$ cat src/rtl/demux_1to2_stream_if.sv
// ---------------------------------------------------------------------------
// demux_1to2_stream_if
// Purpose : bundles the input stream and the two output streams of
//           demux_1to2_stream.
// Signals : in_valid/in_ready/in_sel/in_data    producer side
//           out0_valid/out0_ready/out0_data     sink 0
//           out1_valid/out1_ready/out1_data     sink 1
// Modports: slave  - the demux itself (consumes in_*, produces out*)
//           master - the environment (producer plus both sinks)
// Handshake: a word moves on a rising edge where valid and ready are both 1;
//           a producer holding valid may not retract its word, and valid/data
//           stay stable until that edge.
// ---------------------------------------------------------------------------
interface demux_1to2_stream_if #(
    parameter int WIDTH = 32
);
    logic             in_valid;
    logic             in_ready;
    logic             in_sel;
    logic [WIDTH-1:0] in_data;
    logic             out0_valid;
    logic             out0_ready;
    logic [WIDTH-1:0] out0_data;
    logic             out1_valid;
    logic             out1_ready;
    logic [WIDTH-1:0] out1_data;

    modport slave (
        input  in_valid, in_sel, in_data, out0_ready, out1_ready,
        output in_ready, out0_valid, out0_data, out1_valid, out1_data
    );

    modport master (
        output in_valid, in_sel, in_data, out0_ready, out1_ready,
        input  in_ready, out0_valid, out0_data, out1_valid, out1_data
    );
endinterface

$ cat src/rtl/demux_1to2_stream.sv
// ---------------------------------------------------------------------------
// demux_1to2_stream
// Purpose : routes each accepted input word to one of two sink ports, each
//           backed by its own DEPTH-entry FIFO, so a stalled sink never blocks
//           words already bound for the other sink. Counts delivered words
//           per port for debug.
// Ports   : clk    - clock, rising edge
//           rst_n  - asynchronous active-low reset
//           s      - stream bundle (demux_1to2_stream_if.slave)
//           cnt0   - words popped on port 0 (wraps)
//           cnt1   - words popped on port 1 (wraps)
// ---------------------------------------------------------------------------
module demux_1to2_stream #(
    parameter int WIDTH = 32,
    parameter int DEPTH = 2,
    parameter int CNT_W = 16
) (
    input  logic                   clk,
    input  logic                   rst_n,
    demux_1to2_stream_if.slave     s,
    output logic [CNT_W-1:0]       cnt0,
    output logic [CNT_W-1:0]       cnt1
);
    localparam int            AW       = (DEPTH > 1) ? $clog2(DEPTH) : 1;
    localparam logic [AW:0]   OCC_FULL = (AW+1)'(DEPTH);

    logic [WIDTH-1:0] mem_q    [2][DEPTH];
    logic [AW-1:0]    wr_ptr_q [2];
    logic [AW-1:0]    wr_ptr_d [2];
    logic [AW-1:0]    rd_ptr_q [2];
    logic [AW-1:0]    rd_ptr_d [2];
    // One extra bit so that DEPTH (full) is distinct from 0 (empty).
    logic [AW:0]      occ_q    [2];
    logic [AW:0]      occ_d    [2];
    logic [CNT_W-1:0] cnt_q    [2];
    logic [CNT_W-1:0] cnt_d    [2];

    logic [1:0] full;
    logic [1:0] out_valid;
    logic [1:0] push;
    logic [1:0] pop;
    logic       in_ready_w;

    always_comb begin
        for (int p = 0; p < 2; p++) begin
            full[p]      = (occ_q[p] == OCC_FULL);
            out_valid[p] = (occ_q[p] != '0);
        end
        // Depends only on the selection and FIFO state, never on in_valid.
        in_ready_w = s.in_sel ? !full[1] : !full[0];
        // in_valid gates both pushes, so an unknown in_sel while idle is harmless.
        push[0]    = s.in_valid && in_ready_w && !s.in_sel;
        push[1]    = s.in_valid && in_ready_w &&  s.in_sel;
        pop[0]     = out_valid[0] && s.out0_ready;
        pop[1]     = out_valid[1] && s.out1_ready;
    end

    always_comb begin
        for (int p = 0; p < 2; p++) begin
            wr_ptr_d[p] = wr_ptr_q[p];
            rd_ptr_d[p] = rd_ptr_q[p];
            occ_d[p]    = occ_q[p];
            cnt_d[p]    = cnt_q[p];
            // DEPTH is a power of two, so the natural AW-bit rollover is the wrap.
            if (push[p]) begin
                wr_ptr_d[p] = wr_ptr_q[p] + AW'(1);
            end
            if (pop[p]) begin
                rd_ptr_d[p] = rd_ptr_q[p] + AW'(1);
                cnt_d[p]    = cnt_q[p] + CNT_W'(1);
            end
            if (push[p] && !pop[p]) begin
                occ_d[p] = occ_q[p] + (AW+1)'(1);
            end else if (!push[p] && pop[p]) begin
                occ_d[p] = occ_q[p] - (AW+1)'(1);
            end
        end
    end

    always_ff @(posedge clk or negedge rst_n) begin
        if (!rst_n) begin
            for (int p = 0; p < 2; p++) begin
                wr_ptr_q[p] <= '0;
                rd_ptr_q[p] <= '0;
                occ_q[p]    <= '0;
                cnt_q[p]    <= '0;
                for (int i = 0; i < DEPTH; i++) begin
                    mem_q[p][i] <= '0;
                end
            end
        end else begin
            for (int p = 0; p < 2; p++) begin
                wr_ptr_q[p] <= wr_ptr_d[p];
                rd_ptr_q[p] <= rd_ptr_d[p];
                occ_q[p]    <= occ_d[p];
                cnt_q[p]    <= cnt_d[p];
                if (push[p]) begin
                    mem_q[p][wr_ptr_q[p]] <= s.in_data;
                end
            end
        end
    end

    // Head words come straight from storage: no path from in_data, and the
    // cleared storage makes the data outputs read 0 during reset.
    assign s.in_ready   = in_ready_w;
    assign s.out0_valid = out_valid[0];
    assign s.out1_valid = out_valid[1];
    assign s.out0_data  = mem_q[0][rd_ptr_q[0]];
    assign s.out1_data  = mem_q[1][rd_ptr_q[1]];
    assign cnt0         = cnt_q[0];
    assign cnt1         = cnt_q[1];
endmodule

$ cat src/flat_wrapper.sv
// flat-port wrapper written by rule: the top's interface ports become plain ports
module demux_1to2_stream_flat 
#(
    parameter int WIDTH = 32,
    parameter int DEPTH = 2,
    parameter int CNT_W = 16
)
  (clk, rst_n, cnt0, cnt1, s_in_valid, s_in_sel, s_in_data, s_out0_ready, s_out1_ready, s_in_ready, s_out0_valid, s_out0_data, s_out1_valid, s_out1_data);
  demux_1to2_stream_if #(.WIDTH(WIDTH)) s_i ();
  input  logic clk;
  input  logic rst_n;
  output logic [CNT_W-1:0] cnt0;
  output logic [CNT_W-1:0] cnt1;
  input wire logic [$bits(s_i.in_valid)-1:0] s_in_valid;
  input wire logic [$bits(s_i.in_sel)-1:0] s_in_sel;
  input wire logic [$bits(s_i.in_data)-1:0] s_in_data;
  input wire logic [$bits(s_i.out0_ready)-1:0] s_out0_ready;
  input wire logic [$bits(s_i.out1_ready)-1:0] s_out1_ready;
  output wire logic [$bits(s_i.in_ready)-1:0] s_in_ready;
  output wire logic [$bits(s_i.out0_valid)-1:0] s_out0_valid;
  output wire logic [$bits(s_i.out0_data)-1:0] s_out0_data;
  output wire logic [$bits(s_i.out1_valid)-1:0] s_out1_valid;
  output wire logic [$bits(s_i.out1_data)-1:0] s_out1_data;
  assign s_i.in_valid = s_in_valid;
  assign s_i.in_sel = s_in_sel;
  assign s_i.in_data = s_in_data;
  assign s_i.out0_ready = s_out0_ready;
  assign s_i.out1_ready = s_out1_ready;
  assign s_in_ready = s_i.in_ready;
  assign s_out0_valid = s_i.out0_valid;
  assign s_out0_data = s_i.out0_data;
  assign s_out1_valid = s_i.out1_valid;
  assign s_out1_data = s_i.out1_data;
  demux_1to2_stream #(.WIDTH(WIDTH), .DEPTH(DEPTH), .CNT_W(CNT_W)) u_core (.clk(clk), .rst_n(rst_n), .s(s_i), .cnt0(cnt0), .cnt1(cnt1));
endmodule
$ cat config.mk
export PLATFORM = sky130hd
export DESIGN_NAME = demux_1to2_stream_flat
export DESIGN_NICKNAME = d
export VERILOG_FILES = /design/src/rtl/demux_1to2_stream_if.sv /design/src/rtl/demux_1to2_stream.sv /design/src/flat_wrapper.sv
export SDC_FILE = /design/constraint.sdc
export NUM_CORES = 1
export LEC_CHECK = 0
export BUFFER_PORTS_ARGS = -buffer_cell sky130_fd_sc_hd__buf_2
export CAP_MARGIN = 10
export CORE_ASPECT_RATIO = 0.9
export CORE_MARGIN = 10
export CORE_UTILIZATION = 56
export DETAILED_ROUTE_END_ITERATION = 6
export GPL_TIMING_DRIVEN = 0
export PLACE_DENSITY = 0.8
export SYNTH_ARGS = -nofsm -noshare
export SYNTH_HDL_FRONTEND = slang
export SYNTH_SLANG_ARGS = --single-unit
$ cat constraint.sdc
create_clock -name clk -period 1.8 [get_ports clk]
set_input_delay 0.36 -clock clk [delete_from_list [all_inputs] [get_ports clk]]
set_output_delay 0.36 -clock clk [all_outputs]
set_load 0.005 [all_outputs]
==> reports/metrics.csv, run 1 <==
stage;metric;value;unit
outcome;outcome;complete, but fails checks;
outcome;violations;negative setup slack;
pwr;p_leak;4.46;nW
timing;fin_crit_sh;110;%
worst_setup_path;crit_type;flip-flop to primary output;
global_route;grt_pass1_vias;4999;
placed_design;io_buffers;136;
synth;synth_area;7420;µm²
min_path;hp-start;s_in_data[23];
worst_setup_path;cp-end-kind;primary output;
synth;synthCells;493;
timing;finalMaxSlewViolations;0;
synth;synthFlopType;dfrtp_1;
final_layout;area_growth;27.3;%
min_path;hold_path.class;input pin to flip-flop;
pwr;ir_drop;0.920;mV
route;dr.pass1.iters;4;
synth;synth_top_area_share;56.7;%
global_route;grt_first_pass_wirelength;26400;µm
cts;h-tree-depth;4;
synth;synthesis.nets;535;
worst_setup_path;cp-start-kind;flip-flop;
global_route;grt_max_degree;105;
timing;hold_slack;0.210;ns
placed_design;gp_congestion;0.758;
floorplanning;fp.dieArea;18300;µm²
placed_design;dp_cells;794;
final_layout;fin_cells;839;
floorplanning;chipHeight;129;µm
timing;min_period;1.98;ns
cts;cts_made_buffers;17;
worst_setup_path;r2r_start;u_core.occ_q[0];
floorplanning;start_util;57.8;%
synth;synth_top_cell_by_area;dfrtp_1;
synth;yosys_warnings;0;
route;vias;4566;
synth;async_flop_share;100;%
floorplanning;coreArea;12800;µm²
route;wire_per_inst;20.3;µm
route;drc_errors;0;
cts;clock_latency;0.42;ns
timing;fmax;505;MHz
global_route;grt-ovfl-total;0;
cts;numClockSinks;168;
cts;clockRootBuffer;clkbuf_16;
synth;synth_area_leaders;dfrtp_1 (57%), mux2_2 (25%), mux2_4 (6.1%);
pwr;p_per_area;1910;nW/µm²
worst_setup_path;cp_max_fo;5;
cts;cts_buffer_depth;2;
global_route;grt_antenna_before_repair;1;
placed_design;dp_hpwl;11400;µm
worst_setup_path;crit_start;u_core.rd_ptr_q[1];
cts;cts_tree;yes;
timing;setup_ws;-0.182;ns
route;ant_nets;0;
cts;cts.clk_slew.worst_paths;0.06;ns
final_layout;finish.utilization;73.6;%
final_layout;fin_nets;703;
final_layout;layout-drive-gt1-share;60.4;%
synth;yosys.cell_types.count;28;
flow_run;cap_violations;0;
floorplanning;dieWidth;141;µm
synth;yosysSeqAreaShare;56.7;%
route;drtIter0Drc;219;
timing;tightest_slew;0.599;ns
timing;skew;0.00558;ns
worst_setup_path;required;1.44;ns
global_route;track_usage;18.3;%
timing;fin_tns_setup;-8.20;ns
floorplanning;rows;39;
timing;rsz0062_at_grt;true;
floorplanning;ioPinCount;137;
timing;relSlewSlack;60.1;%
synth;avgSynthCellArea;15.0;µm²
route;drt-total-wl;17100;µm
route;vias_per_cell;5.44;
timing;hold_viol_final;0;
worst_setup_path;cp.arrival;1.62;ns
timing;setup_viol;63;
synth;synth_edf_count;0;
synth;yosys_register_bits;168;
-- cells in the mapped netlist, types with 3 or more instances --
cell type,instances
and3_1,6
and4_1,3
buf_12,3
buf_2,3
buf_4,6
clkbuf_1,9
dfrtp_1,168
ha_1,4
mux2_2,163
mux2_4,30
nand2_1,18
nand3_1,7
nand4_1,10
nor2_1,6
or2_2,3
xnor2_1,30
xor2_1,10
-- worst paths after layout --
kind                                 endpoint  slack [ns]  cells past startpoint
min in group asynchronous    u_core.mem_q[42]        0.50                      2
max reg2reg                  u_core.mem_q[16]        0.05                      6
min                          u_core.mem_q[23]        0.21                      2
max                           s_out0_data[14]       -0.18                      4
max in group asynchronous  u_core.rd_ptr_q[1]        0.40                      3
min reg2reg                   u_core.cnt0[15]        0.48                      1
-- critical path, cell delays in order, from the launching register on --
cell     delay (ns)
dfrtp_2        0.46
buf_12         0.14
buf_8          0.11
mux2_2         0.36
buf_2          0.14
-- stage by stage --
step / cell area [µm²] / setup slack, ns / total power, W
CTS: 9070 / -0.152 / 0.0170
global placement: 8300 / -1.99 / 0.0125
detailed placement: 8340 / -0.293 / 0.0129
finish: 9440 / -0.182 / 0.0180
global route: 9440 / -0.232 / 0.0190
floorplan: 7420 / 0.158 / 0.0104
-- logic make-up (layout without fill, tap and decap cells) --
family,count (synthesis),count (layout),share of synthesized area [%]
buf+inv,26,207,2.53
other cells,0,1,0
mux,193,193,30.8
flops,168,168,56.7
simple gates,61,61,4.49
fa+ha+maj,4,4,0.675
compound gates,1,1,0.101
xor+xnor,40,40,4.72
-- metal layers --
layer,wire length [µm],global-route usage [%]
met1,7230,21.8
met2,8530,29.9
met3,1050,6.90
met4,231,6.43
met5,0,0
-- layout make-up --
class                           count  area [µm²]
Antenna cell                        1        2.50
Buffer                             21         256
Clock buffer                       24         482
Clock inverter                      8         143
Fill cell                         826        3390
Inverter                            3        16.3
Multi-Input combinational cell    299        3110
Sequential cell                   168        4210
Tap cell                          164         205
Timing Repair Buffer              151        1020
-- flip-flops by register name, summed over array words and instances, names as in the netlist --
signal	count
u_core.wr_ptr_q	2
u_core.rd_ptr_q	2
u_core.occ_q	4
u_core.mem_q	128
u_core.cnt1	16
u_core.cnt0	16
-- placed cells by master (no fill, tap or decap), types with 2 or more instances in the layout --
cell type,count
clkinv_2,3
and3_1,6
buf_12,5
nand4_1,10
ha_1,4
bufinv_16,4
dfrtp_2,3
nand2_2,2
buf_8,2
xor2_1,10
nor2_2,2
clkbuf_16,20
mux2_2,148
buf_2,115
xnor2_1,30
or2_2,3
clkbuf_1,5
buf_6,29
nor3_2,2
buf_4,12
and4_1,3
dfrtp_1,165
nor2_1,4
clkbuf_8,6
inv_1,2
nand2_1,16
mux2_4,45
nand3_1,7
-- timing repair --
| action | 4_1_cts | 5_1_grt |
|---|---|---|
| cloned | 0 | 3 |
| hold buffers | 1 | 0 |
| endpoints found under the setup margin | 155 | 144 |
| endpoints found under the hold margin | 64 | 0 |
| buffers inserted | 4 | 6 |
| gates resized for setup | 27 | 52 |
| pin swaps | 0 | 1 |
-- report_power, final --
part           internal (W)  leakage, nW  switching (W)
Combinational       0.00481         2.12        0.00275
Sequential          0.00549         2.04        0.00110
Clock               0.00243        0.304        0.00141
Total                0.0127         4.46        0.00526
Power figures use the tool's default switching activity.
==> inputs of run 2 (changes only) <==
- PLACE_DENSITY: 0.8 -> default
- PLACE_DENSITY_LB_ADDON: default -> 0.08
==> run 2 against run 1 <==
- the run still ends with negative setup slack left
- worst setup slack better by 0.042 ns
- count of clock-buffer cells in the layout down 6
- critical path type unchanged
- combinational power increased by 1%
- sequential share of layout area shrank 0.11 points
- clock power is 5.7% lower
- total power down 1.2%
==> reports/metrics.csv, run 2 (synthesized netlist as in run 1, its figures left out) <==
stage;metric;value;unit;change
outcome;outcome;complete, but fails checks;;
outcome;violations;negative setup slack;;
final_layout;fin_nets;709;;+0.85%
worst_setup_path;critical_path.max_stage_delay;0.37;ns;-0.09 ns
worst_setup_path;r2r_end;u_core.occ_q[3];;
cts;clockRootBuffer;clkbuf_16;;
final_layout;finish.utilization;73.7;%;+0.17 points
floorplanning;ioPinCount;137;;unchanged
worst_setup_path;path_delay_family;buffers and inverters;;
cts;clock_latency;0.44;ns;+0.02 ns
route;drt-total-wl;16800;µm;-1.2%
final_layout;layout-drive-gt1-share;61.2;%;+0.79 points
final_layout;final_area;9460;µm²;+0.23%
cts;h-tree-depth;4;;unchanged
timing;hold_viol_final;0;;unchanged
route;wire_per_inst;19.9;µm;-2.1%
global_route;grt-ovfl-total;0;;unchanged
timing;relSlewSlack;60.3;%;+0.22 points
route;vias;4527;;-0.85%
pwr;pwr-share-seq;36.7;%;about the same
pwr;p_per_area;1880;nW/µm²;-1.4%
pwr;p_sw;0.00536;W;+1.9%
worst_setup_path;cp_max_fo;9;;+4
pwr;ir_drop;1.16;mV;+26%
flow_run;cap_violations;0;;unchanged
placed_design;place_area;8340;µm²;about the same
cts;cts_made_buffers;17;;unchanged
floorplanning;chipHeight;129;µm;unchanged
cts;cts_tree;yes;;
worst_setup_path;reg2reg_depth;7;;+1
worst_setup_path;cp_num_buf_inv;3;;unchanged
global_route;track_usage;18.2;%;-0.083 points
timing;fin_crit_sh;108;%;-2.3 points
route;drtIter0Drc;177;;-19%
final_layout;largest-register;u_core.mem_q;;
timing;finalMaxSlewViolations;0;;unchanged
route;drc_errors;0;;unchanged
timing;min_period;1.94;ns;-0.0418 ns
worst_setup_path;crit_type;flip-flop to primary output;;
floorplanning;dieWidth;141;µm;unchanged
worst_setup_path;crit_start;u_core.rd_ptr_q[1];;
floorplanning;start_util;57.8;%;unchanged
worst_setup_path;r2r_start;u_core.occ_q[3];;
global_route;grt_max_degree;91;;-13%
worst_setup_path;crit_end;s_out0_data[30];;
timing;setup_ws;-0.140;ns;+0.0418 ns
placed_design;io_buffers;136;;unchanged
worst_setup_path;cp.arrival;1.58;ns;-0.04 ns
pwr;p_leak;4.45;nW;-0.42%
worst_setup_path;rrSetupSlack;0.06;ns;about the same
cts;cts_buffer_depth;2;;unchanged
placed_design;place_ws;-0.330;ns;-0.0375 ns
cts;numClockSinks;168;;unchanged
route;ant_nets;0;;unchanged
floorplanning;rows;39;;unchanged
placed_design;gp_congestion;0.741;;-2.2%
route;dr.pass1.iters;4;;unchanged
timing;skew;0.00759;ns;+0.00201 ns
final_layout;largest_reg_flops;128;;unchanged
placed_design;dp_hpwl;11200;µm;-1.8%
worst_setup_path;required;1.44;ns;about the same
worst_setup_path;cp_cell_sequence;buf_12, clkbuf_16, mux2_2, buf_2;;
final_layout;final_cell_mix;dfrtp_1 (166), mux2_2 (159), buf_2 (117);;
min_path;hp-start;s_in_data[19];;
worst_setup_path;cp-end-kind;primary output;;
route;vias_per_cell;5.35;;-1.7%
global_route;grt_first_pass_wirelength;26200;µm;-0.63%
floorplanning;coreArea;12800;µm²;unchanged
timing;tightest_slew;0.595;ns;-0.00337 ns
timing;rsz0062_at_grt;true;;
worst_setup_path;cp_num_cells;4;;unchanged
pwr;combPwrFrac;43.0;%;+1.0 points
timing;fmax;515;MHz;+2.2%
floorplanning;fp.dieArea;18300;µm²;unchanged
worst_setup_path;slowest_stage;dfrtp_2;;
pwr;internal_power;0.0124;W;-2.5%
worst_setup_path;cp-start-kind;flip-flop;;
timing;setup_viol;63;;unchanged
min_path;hold_path.class;input pin to flip-flop;;
final_layout;mostFrequentLayoutCell;dfrtp_1;;
pwr;p_clk_share;20.4;%;-1.0 points
final_layout;fillers;831;;+0.61%
cts;cts.clk_slew.worst_paths;0.07;ns;about the same
final_layout;area_growth;27.6;%;
global_route;grt_antenna_before_repair;3;;+2
global_route;grt_pass1_vias;4856;;-2.9%
pwr;swShare;30.2;%;+0.92 points
run 2: metrics by stage:
step	hold WS, ns	TNS, ns	power, W	instances
2_1_floorplan	0.0644	0	0.0104	493
3_3_place_gp	0.456	-359.90	0.0125	793
3_5_place_dp	0.375	-20.06	0.0129	794
4_1_cts	0.180	-8.71	0.0172	834
5_1_grt	0.193	-9.52	0.0187	845
6_report	0.195	-7.05	0.0178	846
run 2: how the worst min path moves through the flow:
stage | cells after the start | to | slack (ns)
2_1_floorplan | 0 | u_core.cnt0[0] | 0.06
4_1_cts | 2 | u_core.mem_q[54] | 0.18
3_3_place_gp | 1 | u_core.cnt1[15] | 0.46
5_1_grt | 2 | u_core.mem_q[41] | 0.19
3_5_place_dp | 1 | u_core.mem_q[40] | 0.37
6_report | 2 | u_core.mem_q[51] | 0.20
run 2: power by group through the flow:
| stage | Sequential [W] | Clock [W] | Combinational [W] |
|---|---|---|---|
| global route | 0.00672 | 0.00384 | 0.00819 |
| floorplan | 0.00621 | 0 | 0.00415 |
| global placement | 0.00634 | 0 | 0.00620 |
| CTS | 0.00648 | 0.00368 | 0.00701 |
| detailed placement | 0.00650 | 0 | 0.00636 |
| finish | 0.00652 | 0.00362 | 0.00764 |
run 2: per-layer routing:
layer	GRT usage (%)	up-vias	share of wire, %
met1	22.0	2334	43
met2	30.0	92	51
li1	-	2083	-
met3	6.17	16	5.4
met5	0	-	0.053
met4	6.19	2	1.2
run 2: area by class of cell:
cell class | instances | area [µm²] | share of cell area, %
antenna | 2 | 5.00 | 0.0529
buffer | 21 | 307 | 3.24
clock buffer | 18 | 439 | 4.64
clock inverter | 14 | 153 | 1.61
inverter | 3 | 16.3 | 0.172
multi-input combinational | 299 | 3070 | 32.5
sequential | 168 | 4210 | 44.4
tap | 164 | 205 | 2.17
timing repair buffer | 157 | 1060 | 11.2
run 2: what timing repair did:
action | CTS | global route
buffers inserted | 7 | 7
cloned | 2 | 3
setup endpoints to repair | 156 | 93
hold endpoints to repair | 78 | 0
hold buffers | 1 | 0
gates resized for setup | 39 | 32
